**config.mk**
```make
export PLATFORM = sky130hd
export DESIGN_NAME = shift_pass_sequencer_flat
export DESIGN_NICKNAME = d
export VERILOG_FILES = /design/src/rtl/shift_seq_pkg.sv /design/src/rtl/shift_pass_sequencer_if.sv /design/src/rtl/shift_step_calc.sv /design/src/rtl/shift_pass_sequencer.sv /design/src/flat_wrapper.sv
export SDC_FILE = /design/constraint.sdc
export NUM_CORES = 1
export LEC_CHECK = 0
export BUFFER_PORTS_ARGS = -buffer_cell sky130_fd_sc_hd__buf_2
export CAP_MARGIN = 20
export CORE_MARGIN = 10
export CORE_UTILIZATION = 36
export DETAILED_ROUTE_END_ITERATION = 7
export PLACE_DENSITY_LB_ADDON = 0.2
export SLEW_MARGIN = 10
export SYNTH_ARGS = -nofsm -noshare
export SYNTH_HDL_FRONTEND = slang
export SYNTH_SLANG_ARGS = --single-unit
```
**constraint.sdc**
```tcl
create_clock -name Clk -period 2.9 [get_ports Clk]
set_clock_uncertainty 0.2 [all_clocks]
set_input_delay 0.29 -clock Clk [delete_from_list [all_inputs] [get_ports Clk]]
set_output_delay 0.29 -clock Clk [all_outputs]
set_load 0.005 [all_outputs]
```
**src/rtl/shift_seq_pkg.sv**
```systemverilog
// Shared types and default sizes for the multi-pass shift sequencer.
package shift_seq_pkg;

    localparam int DEF_WIDTH  = 32;
    localparam int DEF_AMT_W  = 8;
    localparam int DEF_STEP_W = 5;
    localparam int MAX_STEP   = (1 << DEF_STEP_W) - 1;

    typedef enum logic [1:0] {
        IDLE  = 2'd0,
        SHIFT = 2'd1,
        DONE  = 2'd2
    } state_e;

endpackage

```
**src/rtl/shift_pass_sequencer_if.sv**
```systemverilog
// Request, shifter and result signals of the shift sequencer.
// Handshake: a transfer happens at a rising edge where valid && ready; a source holds
// valid and its payload stable until that edge, and ready may depend combinationally on the sink.
interface shift_pass_sequencer_if
    import shift_seq_pkg::*;
#(
    parameter int WIDTH  = DEF_WIDTH,
    parameter int AMT_W  = DEF_AMT_W,
    parameter int STEP_W = DEF_STEP_W
);
    logic              InValid;
    logic              InReady;
    logic [WIDTH-1:0]  InData;
    logic [AMT_W-1:0]  InAmount;
    logic              InShiftIn;
    logic [WIDTH-1:0]  ShfIn;
    logic [STEP_W-1:0] ShfAmount;
    logic              ShfShiftIn;
    logic [WIDTH-1:0]  ShfOut;
    logic              OutValid;
    logic              OutReady;
    logic [WIDTH-1:0]  OutData;
    logic [3:0]        PassCount;

    modport master (
        output InValid, InData, InAmount, InShiftIn, ShfOut, OutReady,
        input  InReady, ShfIn, ShfAmount, ShfShiftIn, OutValid, OutData, PassCount
    );

    modport slave (
        input  InValid, InData, InAmount, InShiftIn, ShfOut, OutReady,
        output InReady, ShfIn, ShfAmount, ShfShiftIn, OutValid, OutData, PassCount
    );
endinterface

```
**src/rtl/shift_step_calc.sv**
```systemverilog
// Per-pass step: min(remaining, 2**STEP_W-1), plus the remaining amount after that pass.
module shift_step_calc #(
    parameter int AMT_W  = 8,
    parameter int STEP_W = 5
) (
    input  logic [AMT_W-1:0]  remaining,
    output logic [STEP_W-1:0] step,
    output logic [AMT_W-1:0]  next_remaining
);
    localparam logic [AMT_W-1:0] MaxStepWide = AMT_W'((1 << STEP_W) - 1);

    logic [AMT_W-1:0] step_wide;

    // Compare at full amount width so amounts above the step limit clamp correctly.
    always_comb begin
        step_wide      = (remaining > MaxStepWide) ? MaxStepWide : remaining;
        step           = step_wide[STEP_W-1:0];
        next_remaining = remaining - step_wide;
    end
endmodule

```
**src/rtl/shift_pass_sequencer.sv**
```systemverilog
// Splits a large left shift into passes through an external single-cycle barrel shifter,
// feeding each pass result back, and holds the final word until taken downstream.
module shift_pass_sequencer
    import shift_seq_pkg::*;
#(
    parameter int WIDTH  = DEF_WIDTH,
    parameter int AMT_W  = DEF_AMT_W,
    parameter int STEP_W = DEF_STEP_W
) (
    input  logic                   Clk,
    input  logic                   ResetN,
    shift_pass_sequencer_if.slave  bus,
    output state_e                 dbg_state
);
    state_e            state_q, state_d;
    logic [WIDTH-1:0]  work_q, work_d;
    logic [AMT_W-1:0]  rem_q, rem_d;
    logic              fill_q, fill_d;
    logic [WIDTH-1:0]  out_q, out_d;
    logic              out_valid_q, out_valid_d;
    logic [3:0]        pass_q, pass_d;

    logic [STEP_W-1:0] step;
    logic [AMT_W-1:0]  next_rem;
    logic              in_ready;
    logic              accept;

    shift_step_calc #(
        .AMT_W  (AMT_W),
        .STEP_W (STEP_W)
    ) u_step (
        .remaining      (rem_q),
        .step           (step),
        .next_remaining (next_rem)
    );

    // DONE forwards downstream ready upstream so a take and a new accept share one edge.
    assign in_ready = (state_q == IDLE) || ((state_q == DONE) && bus.OutReady);
    assign accept   = bus.InValid && in_ready;

    always_comb begin
        state_d     = state_q;
        work_d      = work_q;
        rem_d       = rem_q;
        fill_d      = fill_q;
        out_d       = out_q;
        out_valid_d = out_valid_q;
        pass_d      = pass_q;

        case (state_q)
            IDLE: ;
            SHIFT: begin
                work_d = bus.ShfOut;
                rem_d  = next_rem;
                pass_d = (pass_q == 4'hF) ? pass_q : pass_q + 4'd1;
                if (next_rem == '0) begin
                    state_d     = DONE;
                    out_d       = bus.ShfOut;
                    out_valid_d = 1'b1;
                end
            end
            DONE: begin
                if (bus.OutReady) begin
                    state_d     = IDLE;
                    out_valid_d = 1'b0;
                end
            end
            default: state_d = IDLE;
        endcase

        if (accept) begin
            state_d = SHIFT;
            work_d  = bus.InData;
            rem_d   = bus.InAmount;
            fill_d  = bus.InShiftIn;
            pass_d  = '0;
        end
    end

    always_ff @(posedge Clk or negedge ResetN) begin
        if (!ResetN) begin
            state_q     <= IDLE;
            work_q      <= '0;
            rem_q       <= '0;
            fill_q      <= 1'b0;
            out_q       <= '0;
            out_valid_q <= 1'b0;
            pass_q      <= '0;
        end else begin
            state_q     <= state_d;
            work_q      <= work_d;
            rem_q       <= rem_d;
            fill_q      <= fill_d;
            out_q       <= out_d;
            out_valid_q <= out_valid_d;
            pass_q      <= pass_d;
        end
    end

    assign bus.InReady    = in_ready;
    assign bus.ShfIn      = work_q;
    assign bus.ShfAmount  = step;
    assign bus.ShfShiftIn = fill_q;
    assign bus.OutValid   = out_valid_q;
    assign bus.OutData    = out_q;
    assign bus.PassCount  = pass_q;
    assign dbg_state      = state_q;
endmodule

```
**src/flat_wrapper.sv**
```systemverilog
// flat-port wrapper written by rule: the top's interface ports become plain ports
module shift_pass_sequencer_flat import shift_seq_pkg::*;
#(
    parameter int WIDTH  = DEF_WIDTH,
    parameter int AMT_W  = DEF_AMT_W,
    parameter int STEP_W = DEF_STEP_W
)
  (Clk, ResetN, dbg_state, bus_InValid, bus_InData, bus_InAmount, bus_InShiftIn, bus_ShfOut, bus_OutReady, bus_InReady, bus_ShfIn, bus_ShfAmount, bus_ShfShiftIn, bus_OutValid, bus_OutData, bus_PassCount);
  shift_pass_sequencer_if #(.WIDTH(WIDTH), .AMT_W(AMT_W), .STEP_W(STEP_W)) bus_i ();
  input  logic Clk;
  input  logic ResetN;
  output state_e dbg_state;
  input wire logic [$bits(bus_i.InValid)-1:0] bus_InValid;
  input wire logic [$bits(bus_i.InData)-1:0] bus_InData;
  input wire logic [$bits(bus_i.InAmount)-1:0] bus_InAmount;
  input wire logic [$bits(bus_i.InShiftIn)-1:0] bus_InShiftIn;
  input wire logic [$bits(bus_i.ShfOut)-1:0] bus_ShfOut;
  input wire logic [$bits(bus_i.OutReady)-1:0] bus_OutReady;
  output wire logic [$bits(bus_i.InReady)-1:0] bus_InReady;
  output wire logic [$bits(bus_i.ShfIn)-1:0] bus_ShfIn;
  output wire logic [$bits(bus_i.ShfAmount)-1:0] bus_ShfAmount;
  output wire logic [$bits(bus_i.ShfShiftIn)-1:0] bus_ShfShiftIn;
  output wire logic [$bits(bus_i.OutValid)-1:0] bus_OutValid;
  output wire logic [$bits(bus_i.OutData)-1:0] bus_OutData;
  output wire logic [$bits(bus_i.PassCount)-1:0] bus_PassCount;
  assign bus_i.InValid = bus_InValid;
  assign bus_i.InData = bus_InData;
  assign bus_i.InAmount = bus_InAmount;
  assign bus_i.InShiftIn = bus_InShiftIn;
  assign bus_i.ShfOut = bus_ShfOut;
  assign bus_i.OutReady = bus_OutReady;
  assign bus_InReady = bus_i.InReady;
  assign bus_ShfIn = bus_i.ShfIn;
  assign bus_ShfAmount = bus_i.ShfAmount;
  assign bus_ShfShiftIn = bus_i.ShfShiftIn;
  assign bus_OutValid = bus_i.OutValid;
  assign bus_OutData = bus_i.OutData;
  assign bus_PassCount = bus_i.PassCount;
  shift_pass_sequencer #(.WIDTH(WIDTH), .AMT_W(AMT_W), .STEP_W(STEP_W)) u_core (.Clk(Clk), .ResetN(ResetN), .bus(bus_i), .dbg_state(dbg_state));
endmodule
```
Word-level counts from Yosys, hierarchy flattened
Index checks and enable logic that the tools add are counted.
{ "word_totals": {"word_cells": 45, "regBits": 80, "in_bits": 77} }
{ "op_classes": {"eq_ne": 9, "addsub": 2, "reduce_logical": 11, "n_lt_le_gt_ge": 1, "mux": 15} }
{ "ops": {"columns": ["cell", "count"], "rows": [
  ["$mux 32", 2],
  ["$mux 8", 3],
  ["$mux 4", 3],
  ["$gt 8x5->1 const B", 1],
  ["$logic_not 8->1", 1],
  ["$sub 8x8->8", 1],
  ["$mux 2", 3],
  ["$ne 2x1->1 const B", 3],
  ["$pmux 2 s3", 1],
  ["$reduce_and 3->1", 2],
  ["$add 4x1->4 const B", 1],
  ["$eq 4x4->1 const B", 1],
  ["$reduce_and 2->1", 2],
  ["$reduce_bool 2->1", 2],
  ["$ne 3x1->1 const B", 1],
  ["$ne 3x2->1 const B", 1],
  ["$eq 2x1->1 const B", 1],
  ["$eq 2x2->1 const B", 1],
  ["$logic_and 1x1->1", 2],
  ["$logic_not 2->1", 1],
  ["$mux 1", 2],
  ["$ne 2x2->1 const B", 1],
  ["$pmux 1 s2", 1],
  ["$logic_or 1x1->1", 1]
]} }

Longest topological paths before layout
Gate-level depths: netlist of the first run.
{ "logic_depth": {"ltp_word": 7, "ltp_mapped": 12, "ltp_nobuf": 8} }

Hierarchy
From an unflattened synthesis of the first run, not the netlist that was laid out.
{ "unflattened": {"cells_unflattened": 272, "hier_area_um2": 3687.3} }
{ "modules_own_cells": {"columns": ["module", "n_inst", "area_per_inst_um2", "seq_area_each_um2", "cells_each"], "rows": [
  ["shift_pass_sequencer", 1, 3480.8, 2001.9, 243],
  ["shift_step_calc", 1, 206.4, 0.0, 29]
]} }

Worst setup path after synthesis of the first run
OpenSTA, ideal clock, no wires.
{ "synth_timing": {"kind": "register -> register", "startpoint": "reg u_core.rem_q[6]", "endpoint": "reg u_core.out_q[10], in the netlist u_core.bus.OutData[10]", "path_stages_with_launch": 13, "t_required_ns": 2.575, "arrival_time_ns": 2.503, "setup_ns": 0.125, "slack_ns": 0.072, "path_cell_list": "dfrtp_1 > buf_2 > or3_1 > buf_2 > nand2b_1 > ha_1 > clkbuf_1 > and2_1 > a22o_1 > a22o_1 > nand4_4 > buf_6 > mux2_4"} }
{ "synth_between": {"elab_chain_cells": 5} }
{ "synth_rtl": {"columns": ["element", "line_no", "source"], "rows": [
  ["from (decl)", "shift_pass_sequencer.sv:17", "logic [AMT_W-1:0] rem_q, rem_d;"],
  ["from (signal assigned)", "shift_pass_sequencer.sv:92", "rem_q <= rem_d;"],
  ["$gt 8x5->1", "shift_step_calc.sv:16", "step_wide = (remaining > MaxStepWide) ? MaxStepWide : remaining;"],
  ["$mux 8", "shift_step_calc.sv:16", null],
  ["$sub 8x8->8 *", "shift_step_calc.sv:18", "next_remaining = remaining - step_wide;"],
  ["$logic_not 8->1 *", "shift_pass_sequencer.sv:56", "if (next_rem == '0) begin"],
  ["$reduce_and 2->1 (no line) *", null, null],
  ["to (signal assigned)", "shift_pass_sequencer.sv:94", "out_q <= out_d;"],
  ["to (decl)", "shift_pass_sequencer.sv:19", "logic [WIDTH-1:0] out_q, out_d;"]
]} }
Every way passes the cells marked *; elsewhere a longest branch is shown, timed or not.
A chain may end at the register's enable or synchronous reset.

Worst setup path in the final report of the first run
{ "layout_timing": {"startpoint": "reg u_core.rem_q[7]", "endpoint": "reg u_core.out_q[16], in the netlist u_core.bus.OutData[16]"} }
The elaborated chain is that of the path after synthesis.

==> results of run 1 <==
[placed cells by master (no fill, tap or decap), drive strengths merged, types with 3 or more instances in the layout]
cell and n:
o21ai 11, diode 4, nand3 4, buf 171, nor2 13, a22oi 33
nor3 4, clkbuf 11, dfrtp 80, clkinv 3, a221o 5, mux2 33
nand2b 9, nand2 81, dlygate4sd3 105
[cells by family after synthesis]
family,Yosys count,share of synthesized area [%]
AOI/OAI and AO/OA,59,11.9
xor gates and xnor gates,3,0.726
adders and majority gates,2,0.691
buffers and inverters,20,2.77
DFF,80,55.3
muxes,35,13.7
and+or+nand+nor,122,14.9
[metrics by stage]
step | setup WS, ns | power, uW | hold WS, ns
2_1_floorplan | 0.0719 | 3530 | -0.206
6_report | 0.130 | 5730 | 0.0340
3_3_place_gp | 0.168 | 4590 | 0.254
3_5_place_dp | 0.105 | 4650 | 0.257
4_1_cts | 0.0760 | 5730 | 0.00277
5_1_grt | 0.00198 | 6160 | 0.00335
[repair_timing]
| item | 4_1_cts | 5_1_grt |
|---|---|---|
| setup buffers | 0 | 6 |
| endpoints found under the setup margin | 0 | 24 |
| hold endpoints to repair | 151 | 1 |
| hold buffers | 104 | 1 |
[routing by layer]
metal / track usage, % / share of wire (%) / vias to the layer above / wire length [um]
li1: - / - / 1666 / -
met1: 18.8 / 39 / 1715 / 4900
met2: 29.8 / 51 / 168 / 6430
met3: 5.54 / 8.1 / 22 / 1030
met4: 6.71 / 2.3 / 0 / 291
met5: 0 / 0 / - / 0
[flip-flops by register name, indices dropped and copies added (netlist names)]
signal / flops
u_core.dbg_state: 2
u_core.bus.OutData: 32
u_core.bus.OutValid: 1
u_core.bus.ShfIn: 32
u_core.bus.ShfShiftIn: 1
u_core.rem_q: 8
u_core.bus.PassCount: 4
[power by group]
group          switching [uW]  leakage, uW  internal [uW]
sequential                373     0.000945           1680
clock                     428    0.0000914            343
combinational            1350      0.00189           1560
[layout make-up]
cell class	instances	area (sq um)
Fill cell	790	3880
Antenna cell	4	10.0
Multi-Input combinational cell	221	1540
Timing Repair Buffer	276	2000
Tap cell	133	166
Clock buffer	11	141
Sequential cell	80	2000
Clock inverter	5	41.3
[worst paths after layout]
kind	to	cells after the start
setup / recovery	u_core.bus.OutData[16]$_DFFE_PN0P_	10
max in group asynchronous	u_core.bus.OutData[15]$_DFFE_PN0P_	3
hold / removal	u_core.bus.OutData[9]$_DFFE_PN0P_	2
hold reg to reg	u_core.bus.ShfIn[13]$_DFFE_PN0P_	2
min in group asynchronous	u_core.bus.PassCount[1]$_DFFE_PN0P_	2
setup reg to reg	u_core.bus.OutData[16]$_DFFE_PN0P_	10
==> impl_metrics.toml, run 1 <==
[worst_setup_path]
arrival_ns = 2.80
worstPathCellList = "or3_1, nand2b_1, ha_1, buf_4, nor2_1, a22o_1, a22o_1, nand4_4, buf_12, mux2_4"
crit_slowest_cell = "or3_1"
cp_slowest_stage_delay_ns = 0.41
startpoint_type = "flop"
crit_family = "simple AND/OR/NAND/NOR gates"
r2r_setup_slack_ns = 0.13
cp.buffers_inverters = 2
crit_required_ns = 2.93
critPathKind = "reg2reg"
startpoint = "u_core.rem_q[7]$_DFFE_PN0P_"
cp_max_fo = 12
regToRegStartpoint = "u_core.rem_q[7]$_DFFE_PN0P_"
crit_path_end_kind = "flop"
path_common_cell = "a22o_1"

[floorplan]
start_util_pct = 37.0
num_io_pins = 155
die-area_sq_mm = 0.0145
die_h_um = 120
fp.coreArea_sq_mm = 0.00977
die_x_um = 120
num_rows = 36

[place]
dp_hpwl_um = 7720
port_buffers = 154
dpl_cell_area_sq_mm = 0.00458
place.gp.congestion = 0.824
dp_cells = 598

[synthesis]
syn_inst = 321
synthArstFlopShare_pct = 100
ys_types = 38
synthesis.area_per_instance_sq_um = 11.3
seq_area_frac_synth_pct = 55.3
synth_nets = 400
synth_commonest_cells = "80 x dfrtp_1, 80 x nand2_1, 33 x a22oi_1, 28 x mux2_4"
synth_seq_cells = 80
synth_top_flop_cell = "dfrtp_1"
syn_area_sq_mm = 0.00362
synth_edf_count = 0
synth_top_area_share_pct = 55.3
yosysWarnings = 0
yosys-top-cells-area = "dfrtp_1 55%, mux2_4 12%, nand2_1 8.3%"
synth_top_area_cell = "dfrtp_1"

[cells_and_area]
stdcell_count = 730
areaGrowthSynthToFinish_pct = 62.9
drive_above_1_share_pct = 37.9
num-nets-final = 667
fin_util_pct = 60.3
fin_area_sq_mm = 0.00590

[cts]
clock_latency_ns = 0.35
path_clk_slew_ns = 0.08
clock_sinks = 80
h-tree-depth = 3
cts_max_path_buffers = 2
cts.repair.resized = 0
cts_made_buffers = 9
cts-root-buf = "clkbuf_8"
cts_tree = "done"

[timing]
slew-limit-headroom_pct = 31.7
final_hold_viol_count = 0
fmax_mhz = 361
tightest_slew_ns = 1.02
finalSetupTns_ns = 0
fin_crit_sh_pct = 95.5
finalMaxSlewViolations = 0
fin_crit_ns = 2.77
rsz0062_at_grt = "false"
setup_violations = 0

[grt]
gr-total-overflow = 0
grt_pass1_vias = 3824
antenna_found_initial = 4
grtUsageTotal_pct = 17.0
grt_pass1_wl_um = 19900
grt_max_degree = 81

[drt]
via_per_inst = 4.89
post_drt_wl_per_cell_um = 17.3
num_vias = 3571
routed_wirelength_um = 12600
drc = 0
drt-initial-drc-count = 335
antenna_left = 0
firstDrtPassIters = 5

[power_and_ir_drop]
leakage_uw = 0.00292
vdd_drop_max_uv = 397
powerDensity_mw_per_mm2 = 972

[outcome]
status = "completed"

[hold_path]
hp-class = "in2reg"
worstHoldStart = "bus_ShfOut[9]"

[run]
cap_violations = 0
(Power assumes the default switching activity.)
==> run 2: changes to the inputs <==
GPL_ROUTABILITY_DRIVEN = 0   (was not set)
RECOVER_POWER = 25   (was not set)
==> run 2 against run 1 <==
  * The run now ends with capacitance limit, slew limit left
  * Cell count stayed put
  * Power hardly changed
  * Utilization hardly changed
  * Combinational power hardly changed
  * Die area stayed put
  * Sequential power hardly changed
  * Non-clock buffer count stayed put
==> impl_metrics.toml, run 2 (synthesized netlist as in run 1, its figures left out) <==
[cells_and_area]
most-common-layout-cells = "153 x buf_2, 105 x dlygate4sd3_1, 80 x nand2_1, 80 x dfrtp_1, 33 x a22oi_1"
fin_util_pct = 60.3
drive_above_1_share_pct = 37.8
areaGrowthSynthToFinish_pct = 62.8
layout_commonest_cell = "buf_2"
stdcell_count = 730
nFillCells = 791
num-nets-final = 667

[timing]
finalMaxSlewViolations = 27
finalSetupTns_ns = 0
fmax_mhz = 362
slew-limit-headroom_pct = -8.09
fin_crit_sh_pct = 95.4
rsz0062_at_grt = "false"
fin_crit_ns = 2.77
final_hold_viol_count = 0
setup_violations = 0
tightest_slew_ns = 1.62

[grt]
grt_pass1_vias = 3824
gr-total-overflow = 0
grt_max_degree = 81
grtUsageTotal_pct = 17.0
grt_pass1_wl_um = 19900
antenna_found_initial = 4

[cts]
cts-root-buf = "clkbuf_8"
path_clk_slew_ns = 0.08
clock_sinks = 80
clock_latency_ns = 0.35
cts_max_path_buffers = 2
cts.repair.resized = 0
cts_tree = "done"
h-tree-depth = 3
cts_made_buffers = 9

[floorplan]
num_io_pins = 155
die-area_sq_mm = 0.0145
num_rows = 36
start_util_pct = 37.0
fp.coreArea_sq_mm = 0.00977
die_x_um = 120
die_h_um = 120

[worst_setup_path]
crit_required_ns = 2.93
arrival_ns = 2.79
cp_max_fo = 12
startpoint_type = "flop"
critPathKind = "reg2reg"
crit_path_end_kind = "flop"

[outcome]
violations = "capacitance limit, slew limit"
status = "complete, but fails checks"

[power_and_ir_drop]
vdd_drop_max_uv = 397
leakage_uw = 0.00292
powerDensity_mw_per_mm2 = 971
power.total_uw = 5720

[drt]
num_vias = 3535
drt-initial-drc-count = 335
via_per_inst = 4.84
drc = 0
firstDrtPassIters = 4
routed_wirelength_um = 12600
post_drt_wl_per_cell_um = 17.3
antenna_left = 0

[place]
dp_cells = 598
port_buffers = 154
dp_hpwl_um = 7720

[run]
cap_violations = 1

[hold_path]
hp-class = "in2reg"
run 2: power by group:
part           total, uW  internal [uW]  switching, uW
clock                770            342            428
combinational       2900           1560           1340
sequential          2050           1680            374
total               5720           3580           2150
run 2: final timing paths:
| path | slack [ns] | to | from | depth (start not counted) |
|---|---|---|---|---|
| max in group asynchronous | 0.82 | u_core.bus.OutData[15]$_DFFE_PN0P_ | ResetN | 3 |
| max | 0.13 | u_core.bus.OutData[16]$_DFFE_PN0P_ | u_core.rem_q[7]$_DFFE_PN0P_ | 10 |
| min reg2reg | 0.28 | u_core.bus.ShfIn[13]$_DFFE_PN0P_ | u_core.bus.ShfIn[13]$_DFFE_PN0P_ | 2 |
| min in group asynchronous | 0.70 | u_core.bus.PassCount[1]$_DFFE_PN0P_ | ResetN | 2 |
| min | 0.03 | u_core.bus.OutData[9]$_DFFE_PN0P_ | bus_ShfOut[9] | 2 |
| max reg2reg | 0.13 | u_core.bus.OutData[16]$_DFFE_PN0P_ | u_core.rem_q[7]$_DFFE_PN0P_ | 10 |
run 2: timing repair:
action / CTS / global route
endpoints found under the setup margin: 0 / 24
hold buffers: 104 / 1
hold endpoints to repair: 151 / 1
buffers inserted: 0 / 6
run 2: cell type report:
class	instances	area (sq um)	area share, %
Clock inverter	5	41.3	0.701
Tap cell	133	166	2.82
Timing Repair Buffer	276	1990	33.8
Multi-Input combinational cell	221	1540	26.1
Antenna cell	4	10.0	0.170
Sequential cell	80	2000	34.0
Clock buffer	11	141	2.40
run 2: worst max-delay path: stages (launching register included):
cell,delay [ns]
dfrtp_1,0.38
or3_1,0.41
nand2b_1,0.10
ha_1,0.23
buf_4,0.16
nor2_1,0.04
a22o_1,0.19
a22o_1,0.27
nand4_4,0.18
buf_12,0.19
mux2_4,0.30
run 2: metal layers:
metal	up-vias	GRT usage [%]	part of all wire, %
met1	1698	18.8	39
met4	0	6.71	2.3
li1	1666	-	-
met3	20	5.54	8.0
met5	-	0	0
met2	151	29.8	51
run 2: per-stage QoR:
step | cell area [sq um] | setup WS (ns) | hold slack, ns
6_report | 5890 | 0.135 | 0.0335
5_1_grt | 5890 | 0.00198 | 0.00335
4_1_cts | 5800 | 0.0760 | 0.00277
3_5_place_dp | 4580 | 0.105 | 0.257
3_3_place_gp | 4580 | 0.168 | 0.254
2_1_floorplan | 3620 | 0.0719 | -0.206
==> run 3: changes to the inputs <==
CORE_ASPECT_RATIO = 1.1   (was not set)
==> run 3 against run 2 <==
  * Maximum frequency is 2.6% higher
  * Clock power grew 18%
  * Sequential power about the same
  * Cell count is 3.7% lower
  * Via count down 1.7%
  * The run now ends clean
  * Register-to-register slack gained 0.07 ns
  * Non-clock buffer count down 10
  * First-iteration DRC count is 61% lower
  * Setup slack improved by 0.071 ns
  * Count of clock-buffer cells in the layout is the same
==> impl_metrics.toml, run 3 (synthesized netlist as in run 1, its figures left out) <==
[cts]
cts_max_path_buffers = 2
post_cts_buffers = 0
cts_made_buffers = 9
cts_tree = "done"
clock_sinks = 80
path_clk_slew_ns = 0.08
h-tree-depth = 3
cts-root-buf = "clkbuf_8"
clock_latency_ns = 0.34

[power_and_ir_drop]
p_sw_share_pct = 36.4
leakage_uw = 0.00288
seq_power_share_pct = 35.0
pwr-share-clk_pct = 15.6
combPwrFrac_pct = 49.4
vdd_drop_max_uv = 485
p_int_uw = 3720
p_sw_uw = 2130
powerDensity_mw_per_mm2 = 1010

[worst_setup_path]
cp.buffers_inverters = 1
critPathKind = "reg2reg"
arrival_ns = 2.71
cp_max_fo = 18
crit_family = "simple AND/OR/NAND/NOR gates"
r2r_setup_slack_ns = 0.21
crit_path_end_kind = "flop"
crit_required_ns = 2.92
worstPathCellList = "or3_1, nand2b_1, ha_2, and2_1, and3_1, o22ai_1, nand4_4, buf_12, mux2_2"
cp_slowest_stage_delay_ns = 0.42
crit_slowest_cell = "or3_1"
startpoint_type = "flop"

[floorplan]
num_io_pins = 155
num_rows = 38
start_util_pct = 36.8
die-area_sq_mm = 0.0145
die_h_um = 125
fp.coreArea_sq_mm = 0.00984
die_x_um = 116

[timing]
setup_violations = 0
tightest_slew_ns = 1.04
fin_crit_ns = 2.69
fin_crit_sh_pct = 92.9
fin_ws_ns = 0.205
finalSetupTns_ns = 0
final_hold_viol_count = 0
rsz0062_at_grt = "false"
slew-limit-headroom_pct = 30.8
fmax_mhz = 371
fin_worst_hold_slack_ns = 0.0203
finalMaxSlewViolations = 0

[grt]
grtUsageTotal_pct = 17.4
grt_pass1_wl_um = 20200
gr-total-overflow = 0
antenna_found_initial = 0
grt_max_degree = 81
grt_pass1_vias = 3828

[cells_and_area]
num-nets-final = 657
most-common-layout-cells = "152 x buf_2, 102 x dlygate4sd3_1, 80 x nand2_1, 80 x dfrtp_1, 33 x a22oi_1"
fin_util_pct = 58.9
stdcell_count = 703
areaGrowthSynthToFinish_pct = 60.3
layout_commonest_cell = "buf_2"
drive_above_1_share_pct = 37.4
insertedDiodeCount = 0

[hold_path]
hp-class = "in2reg"

[drt]
via_per_inst = 4.94
met1_length_um = 4720
num_vias = 3474
routed_wirelength_um = 12300
antenna_left = 0
wl_met2_um = 6540
drt-initial-drc-count = 129
wl_met3_um = 852
maxUsedRoutingLayer = "met4"
post_drt_wl_per_cell_um = 17.5
drc = 0
firstDrtPassIters = 4

[run]
cap_violations = 0

[place]
place_ws_ns = 0.161
port_buffers = 154
dp_hpwl_um = 7740
dp_cells = 584

[outcome]
status = "completed"
-- run 3: changes by cell type in the layout (fill, tap and decap cells not counted), moves of 2 or more --
cell           previous run  this run
buf_4                    14         7
diode_2                   4         0
dlygate4sd3_1           105       102
bufinv_16                 0         2
clkbuf_2                  0         2
clkinv_4                  2         0
-- run 3: per-layer routing --
| layer | vias up | track usage, % |
|---|---|---|
| met5 | - | 0 |
| met4 | 0 | 6.87 |
| met3 | 14 | 4.50 |
| met2 | 125 | 30.4 |
| met1 | 1698 | 19.5 |
| li1 | 1637 | - |
-- run 3: final timing paths --
kind	to	cells after the start	start
max in group asynchronous	u_core.bus.ShfShiftIn$_DFFE_PN0P_	3	ResetN
setup reg to reg	u_core.bus.OutData[5]$_DFFE_PN0P_	9	u_core.rem_q[7]$_DFFE_PN0P_
hold reg to reg	u_core.bus.ShfIn[16]$_DFFE_PN0P_	2	u_core.bus.ShfIn[16]$_DFFE_PN0P_
min in group asynchronous	u_core.bus.ShfIn[9]$_DFFE_PN0P_	2	ResetN
hold / removal	u_core.rem_q[6]$_DFFE_PN0P_	2	bus_InAmount[6]
setup / recovery	u_core.bus.OutData[5]$_DFFE_PN0P_	9	u_core.rem_q[7]$_DFFE_PN0P_
-- run 3: timing repair --
item,in CTS,in global routing
gates resized for setup,0,1
hold endpoints to repair,150,0
endpoints found under the setup margin,0,1
hold buffers,102,0
-- run 3: area by class of cell --
| type | instances | area (sq um) |
|---|---|---|
| fill | 839 | 4040 |
| sequential | 80 | 2000 |
| timing repair buffer | 266 | 1890 |
| multi-input combinational | 221 | 1540 |
| tap | 120 | 150 |
| clock buffer | 11 | 141 |
| clock inverter | 5 | 80.1 |
-- run 3: power by group through the flow --
stage	registers, uW	logic, uW	clock network, uW
2_1_floorplan	2060	1470	0
3_3_place_gp	2040	2550	0
3_5_place_dp	2040	2620	0
4_1_cts	2040	2890	941
5_1_grt	2120	3180	991
6_report	2040	2890	912
-- run 3: stage by stage --
stage               cell area (sq um)  total power [uW]
floorplan                        3620              3530
global placement                 4560              4580
detailed placement               4560              4650
CTS                              5800              5870
global route                     5800              6290
finish                           5800              5840
